**src/rtl/apb_fifo_bridge_pkg.sv**
```systemverilog
// apb_fifo_bridge_pkg: register offsets, bit positions and FSM state type
// shared by the APB/FIFO bridge and its testbench.
package apb_fifo_bridge_pkg;

    // Register offsets within the 32-byte window (low 5 address bits).
    localparam logic [4:0] ADDR_TXDATA = 5'h00;
    localparam logic [4:0] ADDR_RXDATA = 5'h04;
    localparam logic [4:0] ADDR_STATUS = 5'h08;
    localparam logic [4:0] ADDR_CTRL   = 5'h0C;

    // STATUS bit positions.
    localparam int STAT_TX_FULL  = 0;
    localparam int STAT_RX_EMPTY = 1;
    localparam int STAT_TX_OVF   = 2;
    localparam int STAT_RX_UDF   = 3;

    // CTRL bit positions and reset value (enabled, all interrupts masked).
    localparam int CTRL_EN    = 0;
    localparam int CTRL_M_RX  = 1;
    localparam int CTRL_M_TX  = 2;
    localparam int CTRL_M_ERR = 3;
    localparam logic [3:0] CTRL_RST = 4'h1;

    typedef enum logic [1:0] {
        IDLE   = 2'd0,
        ACCESS = 2'd1,
        RDLAT  = 2'd2
    } state_e;

    // True when the low address bits select one of the four registers.
    function automatic logic addr_mapped(input logic [4:0] a);
        logic hit;
        case (a)
            ADDR_TXDATA, ADDR_RXDATA, ADDR_STATUS, ADDR_CTRL: hit = 1'b1;
            default:                                          hit = 1'b0;
        endcase
        return hit;
    endfunction

endpackage

```
**src/rtl/apb_fifo_bridge_if.sv**
```systemverilog
// apb_fifo_bridge_if: APB3 completer-side bus bundle for the FIFO bridge.
interface apb_fifo_bridge_if #(
    parameter int ADDR_W = 8,
    parameter int DATA_W = 8
);
    logic              PSELx;
    logic              PENABLE;
    logic              PWRITE;
    logic [ADDR_W-1:0] PADDR;
    logic [DATA_W-1:0] PWDATA;
    logic              PREADY;
    logic              PSLVERR;
    logic [DATA_W-1:0] PRDATA;

    modport master (
        output PSELx, PENABLE, PWRITE, PADDR, PWDATA,
        input  PREADY, PSLVERR, PRDATA
    );

    modport slave (
        input  PSELx, PENABLE, PWRITE, PADDR, PWDATA,
        output PREADY, PSLVERR, PRDATA
    );
endinterface

```
**src/rtl/apb_wait_timer.sv**
```systemverilog
// apb_wait_timer: saturating wait-state counter. done is high once the
// count reaches MAX; the count then holds until cleared. MAX=0 means done
// immediately after a clear.
module apb_wait_timer #(
    parameter int MAX = 15
) (
    input  logic clk,
    input  logic rst_n,
    input  logic clr,
    input  logic inc,
    output logic done
);
    localparam int CNT_W = (MAX < 1) ? 1 : $clog2(MAX + 1);
    localparam logic [CNT_W-1:0] MAX_C = CNT_W'(MAX);

    logic [CNT_W-1:0] count_r;

    // Counter: clear has priority, increments stop at MAX so it never wraps.
    always_ff @(posedge clk or negedge rst_n) begin
        if (!rst_n) begin
            count_r <= '0;
        end else if (clr) begin
            count_r <= '0;
        end else if (inc && (count_r != MAX_C)) begin
            count_r <= count_r + CNT_W'(1);
        end else begin
            count_r <= count_r;
        end
    end

    assign done = (count_r == MAX_C);

endmodule

```
**src/rtl/apb_fifo_bridge.sv**
```systemverilog
// apb_fifo_bridge: APB3 register window onto the I2C TX/RX byte FIFOs.
// Blocked FIFO accesses insert wait states up to WAIT_MAX, then end with
// PSLVERR and a sticky error flag. Define APB_BRIDGE_IRQ_EN to add the
// registered IRQ output and the writable CTRL interrupt masks.
module apb_fifo_bridge
    import apb_fifo_bridge_pkg::*;
#(
    parameter int DATA_W   = 8,
    parameter int ADDR_W   = 8,
    parameter int WAIT_MAX = 15
) (
    input  logic              PCLK,
    input  logic              PRESETn,
    apb_fifo_bridge_if.slave  apb,
    output logic              W_ENA,
    output logic [DATA_W-1:0] APB_TX,
    input  logic              WRITE_FULL,
    output logic              R_ENA,
    input  logic [DATA_W-1:0] APB_RX,
    input  logic              READ_EMPTY
`ifdef APB_BRIDGE_IRQ_EN
    ,
    output logic              IRQ
`endif
);

    state_e            state_r, state_nxt_s;
    logic [3:0]        ctrl_r, ctrl_nxt_s;
    logic              tx_ovf_r, rx_udf_r, tx_ovf_nxt_s, rx_udf_nxt_s;
    logic              tmr_clr_s, tmr_inc_s, tmr_done_s;
    logic              set_tx_s, set_rx_s, clr_tx_s, clr_rx_s, ctrl_wr_s;
    logic              pready_s, pslverr_s, w_ena_s, r_ena_s;
    logic [DATA_W-1:0] prdata_s, status_rd_s, ctrl_rd_s;
    logic [4:0]        addr_lo_s;
    logic              addr_ok_s, imm_err_s, en_s;
    logic              is_tx_s, is_rx_s, is_status_s;
    logic              tx_timeout_s, rx_timeout_s;
    logic              unused_pwdata_s;

    apb_wait_timer #(.MAX(WAIT_MAX)) u_wait_timer (
        .clk   (PCLK),
        .rst_n (PRESETn),
        .clr   (tmr_clr_s),
        .inc   (tmr_inc_s),
        .done  (tmr_done_s)
    );

    assign addr_lo_s   = apb.PADDR[4:0];
    assign addr_ok_s   = ((apb.PADDR >> 5) == '0) && addr_mapped(addr_lo_s);
    assign en_s        = ctrl_r[CTRL_EN];
    assign is_tx_s     = (addr_lo_s == ADDR_TXDATA);
    assign is_rx_s     = (addr_lo_s == ADDR_RXDATA);
    assign is_status_s = (addr_lo_s == ADDR_STATUS);

    // Accesses answered with an error in the first access cycle, untouched state.
    assign imm_err_s = !addr_ok_s
                     || (is_rx_s && apb.PWRITE)
                     || (is_tx_s && !apb.PWRITE)
                     || ((is_tx_s || is_rx_s) && !en_s);

    // Timeouts set the sticky flags even if PSELx drops in the same cycle.
    assign tx_timeout_s = !imm_err_s && is_tx_s && WRITE_FULL && tmr_done_s;
    assign rx_timeout_s = !imm_err_s && is_rx_s && READ_EMPTY && tmr_done_s;

    // Only PWDATA[3:0] feeds registers; the rest is data for the TX FIFO.
    assign unused_pwdata_s = ^apb.PWDATA;

    // Read-back values for STATUS and CTRL, zero-extended to the bus width.
    always_comb begin
        status_rd_s                = '0;
        status_rd_s[STAT_TX_FULL]  = WRITE_FULL;
        status_rd_s[STAT_RX_EMPTY] = READ_EMPTY;
        status_rd_s[STAT_TX_OVF]   = tx_ovf_r;
        status_rd_s[STAT_RX_UDF]   = rx_udf_r;
        ctrl_rd_s                  = '0;
        ctrl_rd_s[3:0]             = ctrl_r;
    end

    // Transfer FSM: next state, bus response, FIFO strobes and register updates.
    always_comb begin
        state_nxt_s = state_r;
        pready_s    = 1'b0;
        pslverr_s   = 1'b0;
        prdata_s    = '0;
        w_ena_s     = 1'b0;
        r_ena_s     = 1'b0;
        tmr_clr_s   = 1'b0;
        tmr_inc_s   = 1'b0;
        set_tx_s    = 1'b0;
        set_rx_s    = 1'b0;
        clr_tx_s    = 1'b0;
        clr_rx_s    = 1'b0;
        ctrl_wr_s   = 1'b0;
        case (state_r)
            IDLE: begin
                tmr_clr_s = 1'b1;
                if (apb.PSELx && !apb.PENABLE) begin
                    state_nxt_s = ACCESS;
                end else begin
                    state_nxt_s = IDLE;
                end
            end
            ACCESS: begin
                set_tx_s = tx_timeout_s;
                set_rx_s = rx_timeout_s;
                if (!apb.PSELx) begin
                    state_nxt_s = IDLE;
                end else if (imm_err_s) begin
                    pready_s    = 1'b1;
                    pslverr_s   = 1'b1;
                    state_nxt_s = IDLE;
                end else if (is_tx_s) begin
                    if (!WRITE_FULL) begin
                        w_ena_s     = 1'b1;
                        pready_s    = 1'b1;
                        state_nxt_s = IDLE;
                    end else if (tmr_done_s) begin
                        pready_s    = 1'b1;
                        pslverr_s   = 1'b1;
                        state_nxt_s = IDLE;
                    end else begin
                        tmr_inc_s   = 1'b1;
                        state_nxt_s = ACCESS;
                    end
                end else if (is_rx_s) begin
                    if (!READ_EMPTY) begin
                        r_ena_s     = 1'b1;
                        state_nxt_s = RDLAT;
                    end else if (tmr_done_s) begin
                        pready_s    = 1'b1;
                        pslverr_s   = 1'b1;
                        state_nxt_s = IDLE;
                    end else begin
                        tmr_inc_s   = 1'b1;
                        state_nxt_s = ACCESS;
                    end
                end else if (is_status_s) begin
                    pready_s    = 1'b1;
                    state_nxt_s = IDLE;
                    if (apb.PWRITE) begin
                        clr_tx_s = apb.PWDATA[STAT_TX_OVF];
                        clr_rx_s = apb.PWDATA[STAT_RX_UDF];
                    end else begin
                        prdata_s = status_rd_s;
                    end
                end else begin
                    pready_s    = 1'b1;
                    state_nxt_s = IDLE;
                    if (apb.PWRITE) begin
                        ctrl_wr_s = 1'b1;
                    end else begin
                        prdata_s = ctrl_rd_s;
                    end
                end
            end
            RDLAT: begin
                pready_s    = 1'b1;
                prdata_s    = APB_RX;
                state_nxt_s = IDLE;
            end
            default: begin
                state_nxt_s = IDLE;
            end
        endcase
    end

    // Next values of CTRL and the sticky flags; a set beats a same-cycle clear.
    always_comb begin
        if (ctrl_wr_s) begin
`ifdef APB_BRIDGE_IRQ_EN
            ctrl_nxt_s = apb.PWDATA[3:0];
`else
            ctrl_nxt_s = {3'b000, apb.PWDATA[CTRL_EN]};
`endif
        end else begin
            ctrl_nxt_s = ctrl_r;
        end
        tx_ovf_nxt_s = (tx_ovf_r & ~clr_tx_s) | set_tx_s;
        rx_udf_nxt_s = (rx_udf_r & ~clr_rx_s) | set_rx_s;
    end

    // State, CTRL and sticky flag registers.
    always_ff @(posedge PCLK or negedge PRESETn) begin
        if (!PRESETn) begin
            state_r  <= IDLE;
            ctrl_r   <= CTRL_RST;
            tx_ovf_r <= 1'b0;
            rx_udf_r <= 1'b0;
        end else begin
            state_r  <= state_nxt_s;
            ctrl_r   <= ctrl_nxt_s;
            tx_ovf_r <= tx_ovf_nxt_s;
            rx_udf_r <= rx_udf_nxt_s;
        end
    end

`ifdef APB_BRIDGE_IRQ_EN
    logic irq_r;

    // Interrupt: masked FIFO-ready and error sources, registered once.
    always_ff @(posedge PCLK or negedge PRESETn) begin
        if (!PRESETn) begin
            irq_r <= 1'b0;
        end else begin
            irq_r <= (ctrl_r[CTRL_M_RX]  & ~READ_EMPTY)
                   | (ctrl_r[CTRL_M_TX]  & ~WRITE_FULL)
                   | (ctrl_r[CTRL_M_ERR] & (tx_ovf_r | rx_udf_r));
        end
    end

    assign IRQ = irq_r;
`endif

    assign apb.PREADY  = pready_s;
    assign apb.PSLVERR = pslverr_s;
    assign apb.PRDATA  = pready_s ? prdata_s : '0;
    assign W_ENA       = w_ena_s;
    assign APB_TX      = w_ena_s ? apb.PWDATA : '0;
    assign R_ENA       = r_ena_s;

endmodule

```
**src/flat_wrapper.sv**
```systemverilog
// flat-port wrapper written by rule: the top's interface ports become plain ports
module apb_fifo_bridge_flat import apb_fifo_bridge_pkg::*;
#(
    parameter int DATA_W   = 8,
    parameter int ADDR_W   = 8,
    parameter int WAIT_MAX = 15
)
  (PCLK, PRESETn, W_ENA, APB_TX, WRITE_FULL, R_ENA, APB_RX, READ_EMPTY, apb_PSELx, apb_PENABLE, apb_PWRITE, apb_PADDR, apb_PWDATA, apb_PREADY, apb_PSLVERR, apb_PRDATA);
  apb_fifo_bridge_if #(.ADDR_W(ADDR_W), .DATA_W(DATA_W)) apb_i ();
  input  logic PCLK;
  input  logic PRESETn;
  output logic W_ENA;
  output logic [DATA_W-1:0] APB_TX;
  input  logic WRITE_FULL;
  output logic R_ENA;
  input  logic [DATA_W-1:0] APB_RX;
  input  logic READ_EMPTY;
  input wire logic [$bits(apb_i.PSELx)-1:0] apb_PSELx;
  input wire logic [$bits(apb_i.PENABLE)-1:0] apb_PENABLE;
  input wire logic [$bits(apb_i.PWRITE)-1:0] apb_PWRITE;
  input wire logic [$bits(apb_i.PADDR)-1:0] apb_PADDR;
  input wire logic [$bits(apb_i.PWDATA)-1:0] apb_PWDATA;
  output wire logic [$bits(apb_i.PREADY)-1:0] apb_PREADY;
  output wire logic [$bits(apb_i.PSLVERR)-1:0] apb_PSLVERR;
  output wire logic [$bits(apb_i.PRDATA)-1:0] apb_PRDATA;
  assign apb_i.PSELx = apb_PSELx;
  assign apb_i.PENABLE = apb_PENABLE;
  assign apb_i.PWRITE = apb_PWRITE;
  assign apb_i.PADDR = apb_PADDR;
  assign apb_i.PWDATA = apb_PWDATA;
  assign apb_PREADY = apb_i.PREADY;
  assign apb_PSLVERR = apb_i.PSLVERR;
  assign apb_PRDATA = apb_i.PRDATA;
  apb_fifo_bridge #(.DATA_W(DATA_W), .ADDR_W(ADDR_W), .WAIT_MAX(WAIT_MAX)) u_core (.PCLK(PCLK), .PRESETn(PRESETn), .apb(apb_i), .W_ENA(W_ENA), .APB_TX(APB_TX), .WRITE_FULL(WRITE_FULL), .R_ENA(R_ENA), .APB_RX(APB_RX), .READ_EMPTY(READ_EMPTY));
endmodule
```
**config.mk**
```make
export PLATFORM = sky130hd
export DESIGN_NAME = apb_fifo_bridge_flat
export DESIGN_NICKNAME = d
export VERILOG_FILES = /design/src/rtl/apb_fifo_bridge_pkg.sv /design/src/rtl/apb_fifo_bridge_if.sv /design/src/rtl/apb_wait_timer.sv /design/src/rtl/apb_fifo_bridge.sv /design/src/flat_wrapper.sv
export SDC_FILE = /design/constraint.sdc
export NUM_CORES = 1
export LEC_CHECK = 0
export CAP_MARGIN = 40
export CORE_MARGIN = 3
export CORE_UTILIZATION = 37
export CTS_BUF_LIST = sky130_fd_sc_hd__clkbuf_4 sky130_fd_sc_hd__clkbuf_8 sky130_fd_sc_hd__clkbuf_16
export DETAILED_ROUTE_END_ITERATION = 10
export PLACE_DENSITY = 0.84
export SYNTH_ARGS = -nofsm -noshare
export SYNTH_HDL_FRONTEND = slang
export SYNTH_HIERARCHICAL = 1
export SYNTH_SLANG_ARGS = --single-unit
```
**constraint.sdc**
```tcl
create_clock -name PCLK -period 2.19 [get_ports PCLK]
set_input_delay 0.438 -clock PCLK [delete_from_list [all_inputs] [get_ports PCLK]]
set_output_delay 0.438 -clock PCLK [all_outputs]
set_load 0.01 [all_outputs]
```
Word level (Yosys, flattened, before mapping)

Index checks and enable logic that the tools add are counted.
Widths: inputs -> output; s select.

Register bits after elaboration: 9
Bits in latches: 0
Bits in writable memories: 0
Memory bits (read-only): 0
Input bits: 31
Output and inout port bits: 20
Word-level logic and storage cells: 124
Memories: 0

$add $sub $neg: 1
Multiply operators: 0
Div/mod/pow operators: 0
Order comparisons: 0
Eq/ne operators: 7
Shift operators: 0
Mux-type cells: 79
Bitwise logic cells: 6
Reductions and logical operators: 26

Operators by type and width:

| cell                | number |
|---|---|
| $mux 1              | 60 |
| $mux 8              | 7 |
| $pmux 8 s2          | 1 |
| $logic_and 1x1->1   | 12 |
| $mux 2              | 6 |
| $mux 4              | 3 |
| $eq 5x4->1 const B  | 2 |
| $logic_not 8->1     | 1 |
| $eq 5x3->1 const B  | 1 |
| $logic_not 1->1     | 5 |
| $logic_not 5->1     | 1 |
| $add 4x1->4 const B | 1 |
| $eq 4x4->1 const B  | 1 |
| $logic_or 1x1->1    | 4 |
| $ne 4x4->1 const B  | 1 |
| $pmux 2 s2          | 1 |
| $reduce_or 4->1     | 1 |
| $and 1x1->1         | 2 |
| $eq 2x1->1 const B  | 1 |
| $eq 2x2->1 const B  | 1 |
| $logic_not 2->1     | 1 |
| $not 1->1           | 2 |
| $or 1x1->1          | 2 |
| $pmux 1 s2          | 1 |
| $reduce_bool 2->1   | 1 |

Longest topological paths before layout

Word-level depth: 14
Depth in mapped cells: 7
Depth with buffers taken out: 7

Modules after synthesis

Netlist, hierarchy kept.

By module, submodules not included:

| module          | instances | cells each | area each (um2) | sequential area each (um2) |
|---|---|---|---|---|
| apb_fifo_bridge | 1         | 76         | 635.6           | 126.4 |
| apb_wait_timer  | 1         | 20         | 229.0           | 100.1 |

Worst setup path before layout

No wires, ideal clock.

Kind: input to register
Start: input apb_PADDR[1]
End: register u_core.u_wait_timer.count_r[0]
Setup time: 125 ps
Arrival time: 1,894 ps
Data required time: 2,065 ps
Slack: 170 ps
Stages on the path: 5
Path buffers: 0
Cells stage by stage: nor4_2 > nand4_2 > nor4b_2 > nor2b_4 > mux2_4

Word-level cells in the longest chain between the ends: 13
Elaborated cells on any way between the ends: 22
Those cells by class: eq/ne: 3; mux: 6; reduce/logical: 13

Ends and longest elaborated chain:

| element                                  | RTL line                  | source |
|---|---|---|
| start: declaration                       | flat_wrapper.sv:21        | `input wire logic [$bits(apb_i.PADDR)-1:0] apb_PADDR;` |
| $eq 5x4->1, or another cell as far along | apb_fifo_bridge_pkg.sv:33 | `case (a)` |
| $reduce_or 4->1                          | apb_fifo_bridge_pkg.sv:33 |  |
| $mux 1                                   | apb_fifo_bridge_pkg.sv:33 |  |
| $logic_and 1x1->1                        | apb_fifo_bridge.sv:49     | `assign addr_ok_s = ((apb.PADDR >> 5) == '0) && addr_mapped(addr_lo_s);` |
| $logic_not 1->1                          | apb_fifo_bridge.sv:56     | `assign imm_err_s = !addr_ok_s` |
| $logic_or 1x1->1                         | apb_fifo_bridge.sv:57     | `\|\| (is_rx_s && apb.PWRITE)` |
| $logic_or 1x1->1                         | apb_fifo_bridge.sv:58     | `\|\| (is_tx_s && !apb.PWRITE)` |
| $logic_or 1x1->1                         | apb_fifo_bridge.sv:59     | `\|\| ((is_tx_s \|\| is_rx_s) && !en_s);` |
| $mux 1 *                                 | apb_fifo_bridge.sv:108    | `end else if (imm_err_s) begin` |
| $mux 1 *                                 | apb_fifo_bridge.sv:106    | `if (!apb.PSELx) begin` |
| $mux 1 *                                 | apb_fifo_bridge.sv:94     | `case (state_r)` |
| via u_core.tmr_inc_s                     | apb_fifo_bridge.sv:30     | `logic tmr_clr_s, tmr_inc_s, tmr_done_s;` |
| $logic_and 1x1->1 *                      | apb_wait_timer.sv:24      | `end else if (inc && (count_r != MAX_C)) begin` |
| $reduce_bool 2->1 (no line) *            | -                         |  |
| end signal: assignment                   | apb_wait_timer.sv:25      | `count_r <= count_r + CNT_W'(1);` |
| end signal: assignment                   | apb_wait_timer.sv:27      | `count_r <= count_r;` |
| end: declaration                         | apb_wait_timer.sv:16      | `logic [CNT_W-1:0] count_r;` |

The timed path passes the listed nets; every way through them passes the cells marked *.
A chain may end at the register's enable or synchronous reset.

Final worst setup path

Start: input apb_PADDR[6]
End: output apb_PRDATA[1]

Word-level cells in the longest chain between the ends: 10
Elaborated cells on any way between the ends: 13
Those cells by class: mux: 7; reduce/logical: 6

Ends and longest elaborated chain:

| element                                         | RTL line               | source |
|---|---|---|
| $logic_not 8->1 *                               | apb_fifo_bridge.sv:49  |  |
| $logic_and 1x1->1 *                             | apb_fifo_bridge.sv:49  |  |
| $logic_not 1->1 *                               | apb_fifo_bridge.sv:56  |  |
| $logic_or 1x1->1 *                              | apb_fifo_bridge.sv:57  |  |
| $logic_or 1x1->1 *                              | apb_fifo_bridge.sv:58  |  |
| $logic_or 1x1->1 *                              | apb_fifo_bridge.sv:59  |  |
| $mux 8 / $mux 1 (equally long branches)         | apb_fifo_bridge.sv:108 |  |
| $mux 8 / $mux 1 (equally long branches)         | apb_fifo_bridge.sv:106 |  |
| $pmux 8 s2 / $pmux 1 s2 (equally long branches) | apb_fifo_bridge.sv:94  |  |
| $mux 8 *                                        | apb_fifo_bridge.sv:216 | `assign apb.PRDATA = pready_s ? prdata_s : '0;` |
| end: declaration                                | flat_wrapper.sv:25     | `output wire logic [$bits(apb_i.PRDATA)-1:0] apb_PRDATA;` |

Every way passes the cells marked *; elsewhere a longest branch is shown, timed or not.

==> flow_metrics.env <==
export IMPL_status="complete, but fails checks"
export IMPL_violations="setup timing"
export IMPL_clkPwrFrac_pct=30.0
export IMPL_fillCellCount=63
export IMPL_vias_per_cell=5.99
export IMPL_ys_ff_latch=9
export IMPL_final_core_util_pct=94.3
export IMPL_power_frac_seq_pct=34.2
export IMPL_nNetsFinal=234
export IMPL_drt_wirelength_per_cell_um=24.2
export IMPL_drv_cap=0
export IMPL_startpoint="apb_PADDR[6]"
export IMPL_hold_viol=0
export IMPL_synth_nets=131
export IMPL_dp_cells=197
export IMPL_grt_max_degree=11
export IMPL_start_util_pct=41.5
export IMPL_syn_area_um2=865
export IMPL_synth_area_top_cells="dfrtp_1 23%, and2_1 5.8%, ha_1 5.8%"
export IMPL_post_route_period_util_pct=106
export IMPL_core_mm2=0.00208
export IMPL_cts_max_level=1
export IMPL_clock_fmax_ghz=0.432
export IMPL_setup_worst_path_end_class="output port"
export IMPL_arrival_ns=1.88
export IMPL_hold_path_class="primary input to async pin"
export IMPL_grt_pass1_vias=1276
export IMPL_criticalPathCategory="primary input to output port"
export IMPL_required_ns=1.75
export IMPL_numCtsBuffers=3
export IMPL_powerDensity_mw_per_mm2=251
export IMPL_peakVddDrop_mv=0.417
export IMPL_grt_usage_pct=29.1
export IMPL_cts_hold_buf=0
export IMPL_routed_wl_um=5440
export IMPL_synth_avg_cell_area_um2=9.01
export IMPL_fp_dieW_um=54.3
export IMPL_netlist_instances=96
export IMPL_synth_top_area_share_pct=23.2
export IMPL_layout_cells_non_filler=225
export IMPL_p_int_mw=0.345
export IMPL_yosys_area_top_type="dfrtp_1"
export IMPL_p_leak_nw=0.938
export IMPL_gp_congestion=0.924
export IMPL_antenna_found_initial=0
export IMPL_io_buffers=50
export IMPL_clockBufferDepth=2
export IMPL_crit_slowest_cell="or3_4"
export IMPL_r2r_start="u_core/ctrl_r[0]"
export IMPL_boundaryPins=51
export IMPL_drt_antenna_violating_nets=0
export IMPL_power_switching_mw=0.148
export IMPL_path_clk_slew_ns=0.07
export IMPL_synthArstFlopShare_pct=100
export IMPL_fin_setup_tns_ns=-0.712
export IMPL_dr_pass1_iters=5
export IMPL_start_kind="primary input"
export IMPL_path_cells="buf_8, or3_4, nor4_4, buf_4, a32oi_2, nor2_1, buf_2"
export IMPL_drt_first_iter_violations=100
export IMPL_syn_to_final_growth_pct=127
export IMPL_synth_commonest_cells="8 x and2_1, 8 x dfrtp_1, 7 x nor2_1"
export IMPL_crit_path_max_fanout=3
export IMPL_drc=0
export IMPL_p_total_mw=0.493
export IMPL_clkSinkCount=9
export IMPL_rsz0062_at_grt="true"
export IMPL_grt_first_pass_wirelength_um=6110
export IMPL_dieArea_mm2=0.00295
export IMPL_synth_edff_count=0
export IMPL_drv_slew=0
export IMPL_relSlewSlack_pct=69.8
export IMPL_synth_cell_types=40
export IMPL_skew_ns=0.00893
export IMPL_setup_viol=11
export IMPL_min_period_ns=2.31
export IMPL_worstMarginPinSlew_ns=0.452
export IMPL_swShare_pct=30.1
export IMPL_worst_path_largest_cell_delay_ns=0.42
export IMPL_cts_tree="yes"
export IMPL_worst_slack_ns=-0.124
export IMPL_dp_hpwl_um=2520
export IMPL_drive_above_1_share_pct=56.1
export IMPL_dr_total_vias=1348
export IMPL_combPwrFrac_pct=35.8
export IMPL_cts_root_buf="clkbuf_4"
export IMPL_fp_dieH_um=54.3
export IMPL_grt_overflow=0
export IMPL_num_rows=16
export IMPL_ys_warn_count=6
export IMPL_ys_seq_area_share_pct=26.2
export IMPL_synth_flop_cell="dfrtp_1"
export IMPL_diodes=0
export IMPL_clk_latency_ns=0.27
[power by group through the flow]
stage	sequential (mW)	combinational [mW]	clock (mW)
after floorplan	0.171	0.0308	0
after global placement	0.171	0.120	0
after detailed placement	0.171	0.123	0
after CTS	0.169	0.138	0.144
after global routing	0.169	0.183	0.157
final	0.169	0.177	0.148
[stage by stage]
stage / hold WS (ns) / instance area, um^2 / setup slack (ns)
after floorplan: 0.142 / 865 / 0.170
after global placement: 0.502 / 1590 / -0.777
after detailed placement: 0.506 / 1590 / -0.784
after CTS: 0.477 / 1780 / -0.0995
after global routing: 0.478 / 1960 / -0.152
final: 0.482 / 1960 / -0.124
[cell type report]
class / instances / area (um^2) / share of cell area [%]
clock buffer: 4 / 30.0 / 1.53
tap: 27 / 33.8 / 1.72
timing repair buffer: 99 / 846 / 43.1
sequential: 9 / 226 / 11.5
inverter: 5 / 18.8 / 0.956
multi-input combinational: 81 / 808 / 41.2
[worst max-delay path, delay by kind of cell]
kind	cells	cell delay (ns)
AND/OR/NAND/NOR	3	0.87
buffers and inverters	3	0.45
AO/OA/AOI/OAI	1	0.10
[state kept, by name, summed over array words and instances (netlist names)]
| register | cells |
|---|---|
| u_core/ctrl_r | 1 |
| u_core/tx_ovf_r | 1 |
| u_core/state_r | 2 |
| u_core/u_wait_timer/count_r | 4 |
| u_core/rx_udf_r | 1 |
[worst paths after layout]
kind	slack, ns	cells past startpoint	endpoint
hold reg to reg	0.55	1	u_core/tx_ovf_r
setup / recovery	-0.12	7	apb_PRDATA[1]
setup reg to reg	0.10	8	u_core/u_wait_timer/count_r[3]
hold / removal	0.48	1	u_core/u_wait_timer/count_r[2]
max in group asynchronous	1.36	1	u_core/ctrl_r[0]
min in group PCLK	0.55	1	u_core/tx_ovf_r
[cells in the final DEF (no fill, tap or decap), types with 2 or more instances in the layout]
cell and n:
buf_4 44, clkdlybuf4s50_1 18, buf_6 15, buf_2 10, dfrtp_1 8, dlygate4sd2_1 7
nor2_1 7, nand2_1 6, and2_4 5, clkbuf_4 4, nor4_4 4, inv_1 4
a21oi_1 4, and3_1 4, nand3_1 4, buf_8 3, nor3_4 3, and2_1 3
a32oi_2 3, nand2b_1 3, clkbuf_2 2, nor4b_4 2, nor2b_1 2, a21oi_2 2
or3_4 2, mux2i_1 2, nand4_1 2, ha_1 2, ha_4 2
[what timing repair did]
item,in CTS,in global routing
pin swaps,17,19
setup buffers,11,12
endpoints found under the setup margin,22,16
gates resized for setup,122,41
gates cloned,1,0
[routing by layer]
metal	track usage, %	share of wire (%)
met5	0	0
met4	12.4	5.6
met3	7.63	9.8
met2	54.6	51
met1	29.9	34
[logic make-up after synthesis]
logic type               count (synthesis)  share of synthesized area [%]
flip-flops                               9                           26.2
multiplexers                             4                           5.35
AND/OR/NAND/NOR                         55                           45.6
buffers and inverters                    7                           3.18
AO/OA/AOI/OAI                           16                           12.9
adder cells (fa/ha/maj)                  4                           5.79
XOR/XNOR                                 1                           1.01
(Power assumes the default switching activity.)
